### src/rtl/ff_convert_pkg.sv
// ff_convert_pkg: shared types and the per-bit next-state function.
//   ff_mode_t : D / T / JK / SR selection.
//   next_bit  : returns {q_next, illegal}. The illegal flag is only raised for
//               the SR S=R=1 combination, where the bit holds.
package ff_convert_pkg;

    typedef enum logic [1:0] {
        MODE_D  = 2'b00,
        MODE_T  = 2'b01,
        MODE_JK = 2'b10,
        MODE_SR = 2'b11
    } ff_mode_t;

    function automatic logic [1:0] next_bit(ff_mode_t mode, logic q, logic a, logic b);
        logic nq;
        logic ill;
        nq  = q;
        ill = 1'b0;
        case (mode)
            MODE_D:  nq = a;
            MODE_T:  nq = q ^ a;
            MODE_JK: begin
                case ({a, b})
                    2'b00:   nq = q;
                    2'b01:   nq = 1'b0;
                    2'b10:   nq = 1'b1;
                    default: nq = ~q;
                endcase
            end
            default: begin
                case ({a, b})
                    2'b00:   nq = q;
                    2'b01:   nq = 1'b0;
                    2'b10:   nq = 1'b1;
                    default: begin
                        nq  = q;
                        ill = 1'b1;
                    end
                endcase
            end
        endcase
        return {nq, ill};
    endfunction

endpackage

### src/rtl/ff_convert_cell.sv
// ff_convert_cell: one bit of the conversion bank.
//   clk, rst (async, active-low), en : clock / reset / enable
//   mode, a, b                       : conversion mode and per-bit operands
//   q       : flop state
//   q_next  : value the flop takes on an enabled edge
//   illegal : SR S=R=1 seen on this bit (combinational)
module ff_convert_cell
    import ff_convert_pkg::*;
#(
    parameter logic RESET_BIT = 1'b0
) (
    input  logic     clk,
    input  logic     rst,
    input  logic     en,
    input  ff_mode_t mode,
    input  logic     a,
    input  logic     b,
    output logic     q,
    output logic     q_next,
    output logic     illegal
);

    logic       q_q;
    logic       q_d;
    logic [1:0] nb;

    assign nb      = next_bit(mode, q_q, a, b);
    assign q_next  = nb[1];
    assign illegal = nb[0];
    assign q_d     = en ? q_next : q_q;
    assign q       = q_q;

    always_ff @(posedge clk or negedge rst) begin
        if (!rst) q_q <= RESET_BIT;
        else      q_q <= q_d;
    end

endmodule

### src/rtl/ff_convert_bank.sv
// ff_convert_bank: WIDTH-bit bank of mode-configurable flops.
//   clk, rst (async, active-low)  : clock / reset
//   en                            : apply next-state function (0 = everything holds)
//   mode                          : 00 D, 01 T, 10 JK, 11 SR
//   a, b                          : D/T/J/S and K/R operands
//   clr_cnt                       : synchronous clear of chg_cnt, beats increment
//   q, q_n                        : state and its complement
//   chg                           : bits that changed at the previous enabled edge
//   chg_cnt                       : saturating count of edges that changed q
//   sr_err                        : last enabled SR edge had some bit with S=R=1
module ff_convert_bank
    import ff_convert_pkg::*;
#(
    parameter int               WIDTH     = 8,
    parameter logic [WIDTH-1:0] RESET_VAL = '0,
    parameter int               CNT_W     = 8
) (
    input  logic             clk,
    input  logic             rst,
    input  logic             en,
    input  logic [1:0]       mode,
    input  logic [WIDTH-1:0] a,
    input  logic [WIDTH-1:0] b,
    input  logic             clr_cnt,
    output logic [WIDTH-1:0] q,
    output logic [WIDTH-1:0] q_n,
    output logic [WIDTH-1:0] chg,
    output logic [CNT_W-1:0] chg_cnt,
    output logic             sr_err
);

    localparam logic [CNT_W-1:0] CNT_ONE = CNT_W'(1);
    localparam logic [CNT_W-1:0] CNT_MAX = '1;

    ff_mode_t         mode_e;
    logic [WIDTH-1:0] q_next;
    logic [WIDTH-1:0] illegal;
    logic [WIDTH-1:0] diff;

    logic [WIDTH-1:0] chg_q, chg_d;
    logic [CNT_W-1:0] cnt_q, cnt_d;
    logic             sr_err_q, sr_err_d;

    assign mode_e = ff_mode_t'(mode);

    for (genvar i = 0; i < WIDTH; i++) begin : g_cell
        ff_convert_cell #(
            .RESET_BIT(RESET_VAL[i])
        ) u_cell (
            .clk    (clk),
            .rst    (rst),
            .en     (en),
            .mode   (mode_e),
            .a      (a[i]),
            .b      (b[i]),
            .q      (q[i]),
            .q_next (q_next[i]),
            .illegal(illegal[i])
        );
    end

    assign diff = q_next ^ q;

    always_comb begin
        chg_d    = chg_q;
        sr_err_d = sr_err_q;
        cnt_d    = cnt_q;
        if (en) begin
            chg_d    = diff;
            // illegal is only ever raised in SR mode, the mode check is kept explicit
            sr_err_d = (mode_e == MODE_SR) && (|illegal);
        end
        if (clr_cnt)
            cnt_d = '0;
        else if (en && (|diff) && (cnt_q != CNT_MAX))
            cnt_d = cnt_q + CNT_ONE;
    end

    always_ff @(posedge clk or negedge rst) begin
        if (!rst) begin
            chg_q    <= '0;
            cnt_q    <= '0;
            sr_err_q <= 1'b0;
        end else begin
            chg_q    <= chg_d;
            cnt_q    <= cnt_d;
            sr_err_q <= sr_err_d;
        end
    end

    assign q_n     = ~q;
    assign chg     = chg_q;
    assign chg_cnt = cnt_q;
    assign sr_err  = sr_err_q;

endmodule

### config.mk
export PLATFORM = sky130hd
export DESIGN_NAME = ff_convert_bank
export DESIGN_NICKNAME = d
export VERILOG_FILES = /design/src/rtl/ff_convert_pkg.sv /design/src/rtl/ff_convert_cell.sv /design/src/rtl/ff_convert_bank.sv
export SDC_FILE = /design/constraint.sdc
export NUM_CORES = 1
export LEC_CHECK = 0
export CAP_MARGIN = 20
export CORE_ASPECT_RATIO = 0.9
export CORE_MARGIN = 4
export CORE_UTILIZATION = 50
export CTS_BUF_LIST = sky130_fd_sc_hd__clkbuf_4 sky130_fd_sc_hd__clkbuf_8
export DETAILED_ROUTE_END_ITERATION = 12
export PLACE_DENSITY = 0.83
export SLEW_MARGIN = 10
export SYNTH_ARGS = -nofsm -noshare
export SYNTH_HDL_FRONTEND = slang
export SYNTH_HIERARCHICAL = 1
export SYNTH_SLANG_ARGS = --single-unit
### constraint.sdc
create_clock -name clk -period 2.59 [get_ports clk]
set_input_delay 0.259 -clock clk [delete_from_list [all_inputs] [get_ports clk]]
set_output_delay 0.259 -clock clk [all_outputs]
set_load 0.01 [all_outputs]
# ---- After elaboration in Yosys (flattened, before gate mapping)
# Cells that the tools add are included.
dict set report word_totals {
  ramBits 0
  n_memories 0
  latchBits 0
  input_bits 22
  register_bits 25
  rom_bits 0
  output_inout_bits 33
}
dict set report op_classes {
  n_reduce_logical 24
  order_cmp 0
  shift 0
  add_sub_neg 1
  n_mux 42
  n_bitwise 18
  eq_ne 20
  n_mul 0
  div 0
}
# operator count
set ops {}
lappend ops {{case mux 1 bit (3 select lines)} 16}
lappend ops {{OR reduction 3 bit} 9}
lappend ops {{equality test 2 bit, second input constant} 10}
lappend ops {{equality test 2 x 1 -> 1 bit, second input constant} 9}
lappend ops {{zero test 2 bit} 9}
lappend ops {{two-way mux 1 bit} 16}
lappend ops {{two-way mux 8 bit} 2}
lappend ops {{case mux 1 bit (2 select lines)} 8}
lappend ops {{OR reduction 8 bit} 2}
lappend ops {{adder 8 x 1 -> 8 bit, second input constant} 1}
lappend ops {{inequality test 8 bit, second input constant} 1}
lappend ops {{inverter 1 bit} 8}
lappend ops {{inverter 8 bit} 1}
lappend ops {{XOR 1 bit} 8}
lappend ops {{XOR 8 bit} 1}
lappend ops {{logical AND 1 bit} 3}
lappend ops {{nonzero test 2 bit} 1}

# ---- Logic depth before layout (Yosys ltp)
dict set report logic_depth {
  ltp_word 9
  mapped_depth 10
}

# ---- Modules after synthesis
# The synthesis kept the hierarchy.
# module cells_per_inst instances area_per_inst_um2
set by_module_without_submodules {}
lappend by_module_without_submodules {ff_convert_cell 17 8 143.9}
lappend by_module_without_submodules {ff_convert_bank 99 1 915.9}

# ---- Worst setup path before layout
# OpenSTA, ideal clock, no wires.
dict set report synth_timing {
  path_type {reg-to-reg}
  startpoint {register g_cell[6].u_cell.q_q}
  endpoint {register cnt_q[5], in the netlist chg_cnt[5]}
  path_stages_with_launch 10
  period_less_slack_ps 2020
  required_ps 2465
  arrival_time_ps 1896
  slack_ps 570
  cell_sequence {dfrtp_1 > o21ai_1 > a22o_1 > a21oi_2 > a31oi_1 > xnor2_1 > nand4_2 > o21ai_2 > nor4_1 > mux2_2}
}
dict set report synth_via {
  elab_chain_cells 8
  elab_cells_between_ends 10
  classes_between {mux (3); bitwise (3); reduce/logical (4)}
}
# element line
set synth_lines {}
lappend synth_lines {{start: declaration} ff_convert_cell.sv:23} ;# logic q_q;
lappend synth_lines {{start signal: assignment} ff_convert_cell.sv:35} ;# else q_q <= q_d;
lappend synth_lines {{inverter 1 bit} ff_convert_pkg.sv:27} ;# default: nq = ~q;
lappend synth_lines {{case mux 1 bit (3 select lines)} ff_convert_pkg.sv:23} ;# case ({a, b})
lappend synth_lines {{case mux 1 bit (3 select lines) (*)} ff_convert_pkg.sv:19} ;# case (mode)
lappend synth_lines {{named net q_next[6]} ff_convert_bank.sv:36} ;# logic [WIDTH-1:0] q_next;
lappend synth_lines {{XOR 8 bit (*)} ff_convert_bank.sv:62} ;# assign diff = q_next ^ q;
lappend synth_lines {{OR reduction 8 bit (*)} ff_convert_bank.sv:75} ;# else if (en && (|diff) && (cnt_q != CNT_MAX))
lappend synth_lines {{logical AND 1 bit (*) (2 in a row)} ff_convert_bank.sv:75}
lappend synth_lines {{nonzero test 2 bit (no line) (*)} -}
lappend synth_lines {{end signal: assignment} ff_convert_bank.sv:86} ;# cnt_q <= cnt_d;
lappend synth_lines {{end: declaration} ff_convert_bank.sv:41} ;# logic [CNT_W-1:0] cnt_q, cnt_d;
# Mark *: on every way through the listed nets, which the timed path passes. The rest lies on a longest branch.
# A chain may end at the register's enable or synchronous reset.

# ---- Final worst setup path
dict set report layout_timing {
  startpoint {input b[1]}
  endpoint {register cnt_q[6], in the netlist chg_cnt[6]}
}
dict set report layout_via {
  elab_chain_cells 8
  elab_cells_between_ends 11
  classes_between {eq/ne (2); mux (3); bitwise (1); reduce/logical (5)}
}
# element line
set layout_lines {}
lappend layout_lines {{start: declaration} ff_convert_bank.sv:23} ;# input logic [WIDTH-1:0] b,
lappend layout_lines {{equality test 2 bit, or another cell as far along} {ff_convert_pkg.sv:23, ff_convert_pkg.sv:31}}
lappend layout_lines {{case mux 1 bit (3 select lines) / case mux 1 bit (2 select lines) (equally long branches)} {ff_convert_pkg.sv:23, ff_convert_pkg.sv:31}}
lappend layout_lines {{case mux 1 bit (3 select lines) (*)} ff_convert_pkg.sv:19}
lappend layout_lines {{named net q_next[1]} ff_convert_bank.sv:36}
lappend layout_lines {{XOR 8 bit (*)} ff_convert_bank.sv:62}
lappend layout_lines {{OR reduction 8 bit (*)} ff_convert_bank.sv:75}
lappend layout_lines {{logical AND 1 bit (*) (2 in a row)} ff_convert_bank.sv:75}
lappend layout_lines {{nonzero test 2 bit (no line) (*)} -}
# Marks and branches as above.

==> out/metrics.cfg <==
[sta]
fmax_mhz = 404.0
fin_crit_ps = 2475
drv_slew = 0
slew_headroom_pct = 60.71
period_share_pct = 95.57
holdWs_ps = 344.5
finClkSkew_ps = 3.344
hold_viol = 0
setup_viol = 0
worst_pin_slew_ps = 586.2

[drt]
first_iter_violations = 154
ant_nets = 0
routed-via-count = 2202
routedWlPerCell_um = 16.12
vias_per_cell = 6.033
wirelength_mm = 5.882
drc = 0
drt_first_pass_iters = 5

[yosys]
synth-main-ff-cell = dfrtp_1
synth-compound-area-share_pct = 30.02
avgSynthCellArea_um2 = 8.796
synth_top_family_by_area = compound AO/OA/AOI/OAI gates
syn-cell-area_um2 = 2067
synth_cell_types = 35
yosys.area_share.simple_pct = 14.77
synthTopCellsByArea = dfrtp_1, ha_1, a21oi_1
yosysTopAreaCell = dfrtp_1
synth.mux.area_fraction_pct = 4.903
synth_fa_ha_area_share_pct = 10.29
synth-async-reset-ratio_pct = 100.0
yosysTopAreaCellShare_pct = 30.27
synth_cells = 235
ys_ff_latch = 25
yosys_warnings = 6
syn_nets = 274
yosysSeqAreaShare_pct = 30.27
synth_edf_count = 0
synth_xor_area_share_pct = 3.390

[placed_design]
dp_hpwl_mm = 3.891
place_inst = 359
numPortBuffers = 54
placed_area_um2 = 2878
gp_congestion = 0.8230

[floorplan]
fp.dieH_um = 69.00
dieArea_um2 = 5228
ios = 55
rows = 21
core-area_um2 = 3862
start_util_pct = 53.51
dieWidth_um = 75.78

[final_layout]
fin_util_pct = 77.97
area_growth_pct = 45.70
antennaDiodeCount = 0
finalInstanceArea_um2 = 3012
stdcell_count = 365
final-seq-area_um2 = 625.6
multi_input_area_um2 = 1336
fill_cells = 283
fin_nets = 359
drive_gt1_share_pct = 22.88

[pwr]
power_density_nw_per_um2 = 492.6
power.leakage_nw = 1.404
irDropWorstVdd_uv = 302.1
report.power.total_mw = 1.483

[setup_path]
reg2reg_slack_ps = 220
crit_fanout = 7
crit_buf_inv = 3
r2r_start = g_cell[1].u_cell/q
endpoint_kind = flop
required_ps = 2740
cp.arrival_ps = 2620
rr_endpoint = chg_cnt[6]
max_stage_delay_ps = 480
crit_family = buffers and inverters
r2r_cells = 10
slowest_stage = clkdlybuf4s50_1
critPathKind = primary input to flop
cp-start-kind = primary input
cp_cell_sequence = clkdlybuf4s50_1, inv_1, ha_4, mux2i_1, a31oi_1, xnor2_1, nand4_1, o21ai_4, buf_6, o311ai_0, o41ai_1

[cts]
worstSkewPairLatency_ps = 270
cts_tree = yes
clk_pin_slew_worst_paths_ps = 90
cts-root-buf = clkbuf_8
clock_path_buffers = 2
hold_buffers = 0
cts_made_buffers = 3
cts_max_level = 1
cts.sinks = 25

[global_routing]
overflow = 0
gr-usage-all-layers_pct = 21.41
antenna_found_initial = 0
grt_max_degree = 45
grt_pass1_wl_mm = 8.921
grt_pass1_vias = 2094

[outcome]
status = complete, no violations

[job]
drv.max_cap_violation_count = 0

[hold_path]
min_path_type = primary input to asynchronous set/reset pin

[Yosys cell counts (all sizes together) (2+ instances only)]
cell and n:
a21oi 35, inv 29, dfrtp 25, nor2 18
ha 17, a22o 16, nand3 11, o21ai 11
mux2i 9, a31oi 8, a41o 8, and3 8
xnor2 8, nand2 5, nand4 4, nor4 4
buf 2, clkbuf 2, nor3 2, o311ai 2
o31ai 2, o41ai 2, or4 2
[cell families (layout without fill, tap and decap cells)]
group                    Yosys count  after routing
buffers and inverters             33            117
multiplexers                      10             10
AO/OA/AOI/OAI                     86             86
flip-flops                        25             25
adder cells (fa/ha/maj)           17             17
AND/OR/NAND/NOR                   56             56
XOR/XNOR                           8              8
[worst max-delay path by stage]
stage / startpoint / to / cells after the start
after floorplan: g_cell[6].u_cell/q / chg_cnt[5] / 9
after global routing: b[7] / chg_cnt[2] / 11
after CTS: mode[1] / chg_cnt[6] / 12
after detailed placement: mode[1] / chg_cnt[6] / 12
after global placement: mode[1] / chg_cnt[7] / 12
final: b[1] / chg_cnt[6] / 11
[state kept, by name (all words and copies together) (netlist names)]
register,count
chg_cnt,8
sr_err,1
g_cell.u_cell/q,8
chg,8
[per-stage QoR]
step	setup WS, ps	TNS (ps)
after floorplan	569.7	0
after global placement	-145.1	-835.6
after detailed placement	-215.9	-1149
after CTS	56.70	0
after global routing	-17.83	-31.38
final	114.8	0
[layout by cell type, fill, tap and decap left out, types with 2 or more instances in the layout]
cell and instances:
a21oi_1 27, a21oi_2 8, a22o_1 8, a22o_2 8, a31oi_1 8, a41o_2 8
and3_2 8, buf_12 2, buf_4 25, clkbuf_16 2, clkbuf_8 3, clkdlybuf4s50_1 52
dfrtp_1 25, dlymetal6s2s_1 2, ha_1 16, inv_1 29, mux2i_1 9, nand2_1 5
nand3_1 10, nand4_1 3, nor2_1 18, nor4_1 3, o21ai_0 2, o21ai_1 8
o311ai_0 2, o31ai_1 2, o41ai_1 2, or4_1 2, xnor2_1 8
[metal layers]
layer / GRT usage, % / routed length, µm
met1: 27.96 / 2545
met2: 36.86 / 2900
met3: 1.884 / 367
met4: 7.424 / 68
met5: 0 / 0
[layout make-up]
class	count	share of cell area (%)
inverter	29	3.614
timing repair buffer	84	27.71
tap	46	1.911
clock buffer	3	1.371
sequential	25	20.77
clock inverter	1	0.2493
multi-input combinational	177	44.37
[power by group]
| group | total (mW) | internal, mW | leakage [nW] | switching [mW] |
|---|---|---|---|---|
| Combinational | 0.704 | 0.386 | 1.08 | 0.318 |
| Sequential | 0.543 | 0.454 | 0.303 | 0.0885 |
| Clock | 0.237 | 0.109 | 0.0217 | 0.128 |
| Total | 1.48 | 0.949 | 1.40 | 0.534 |
[timing repair]
action | 4_1_cts | 5_1_grt
buffers inserted | 0 | 0
setup endpoints to repair | 0 | 7
gates resized for setup | 0 | 6
No activity file was read; power rests on OpenSTA's default activity.
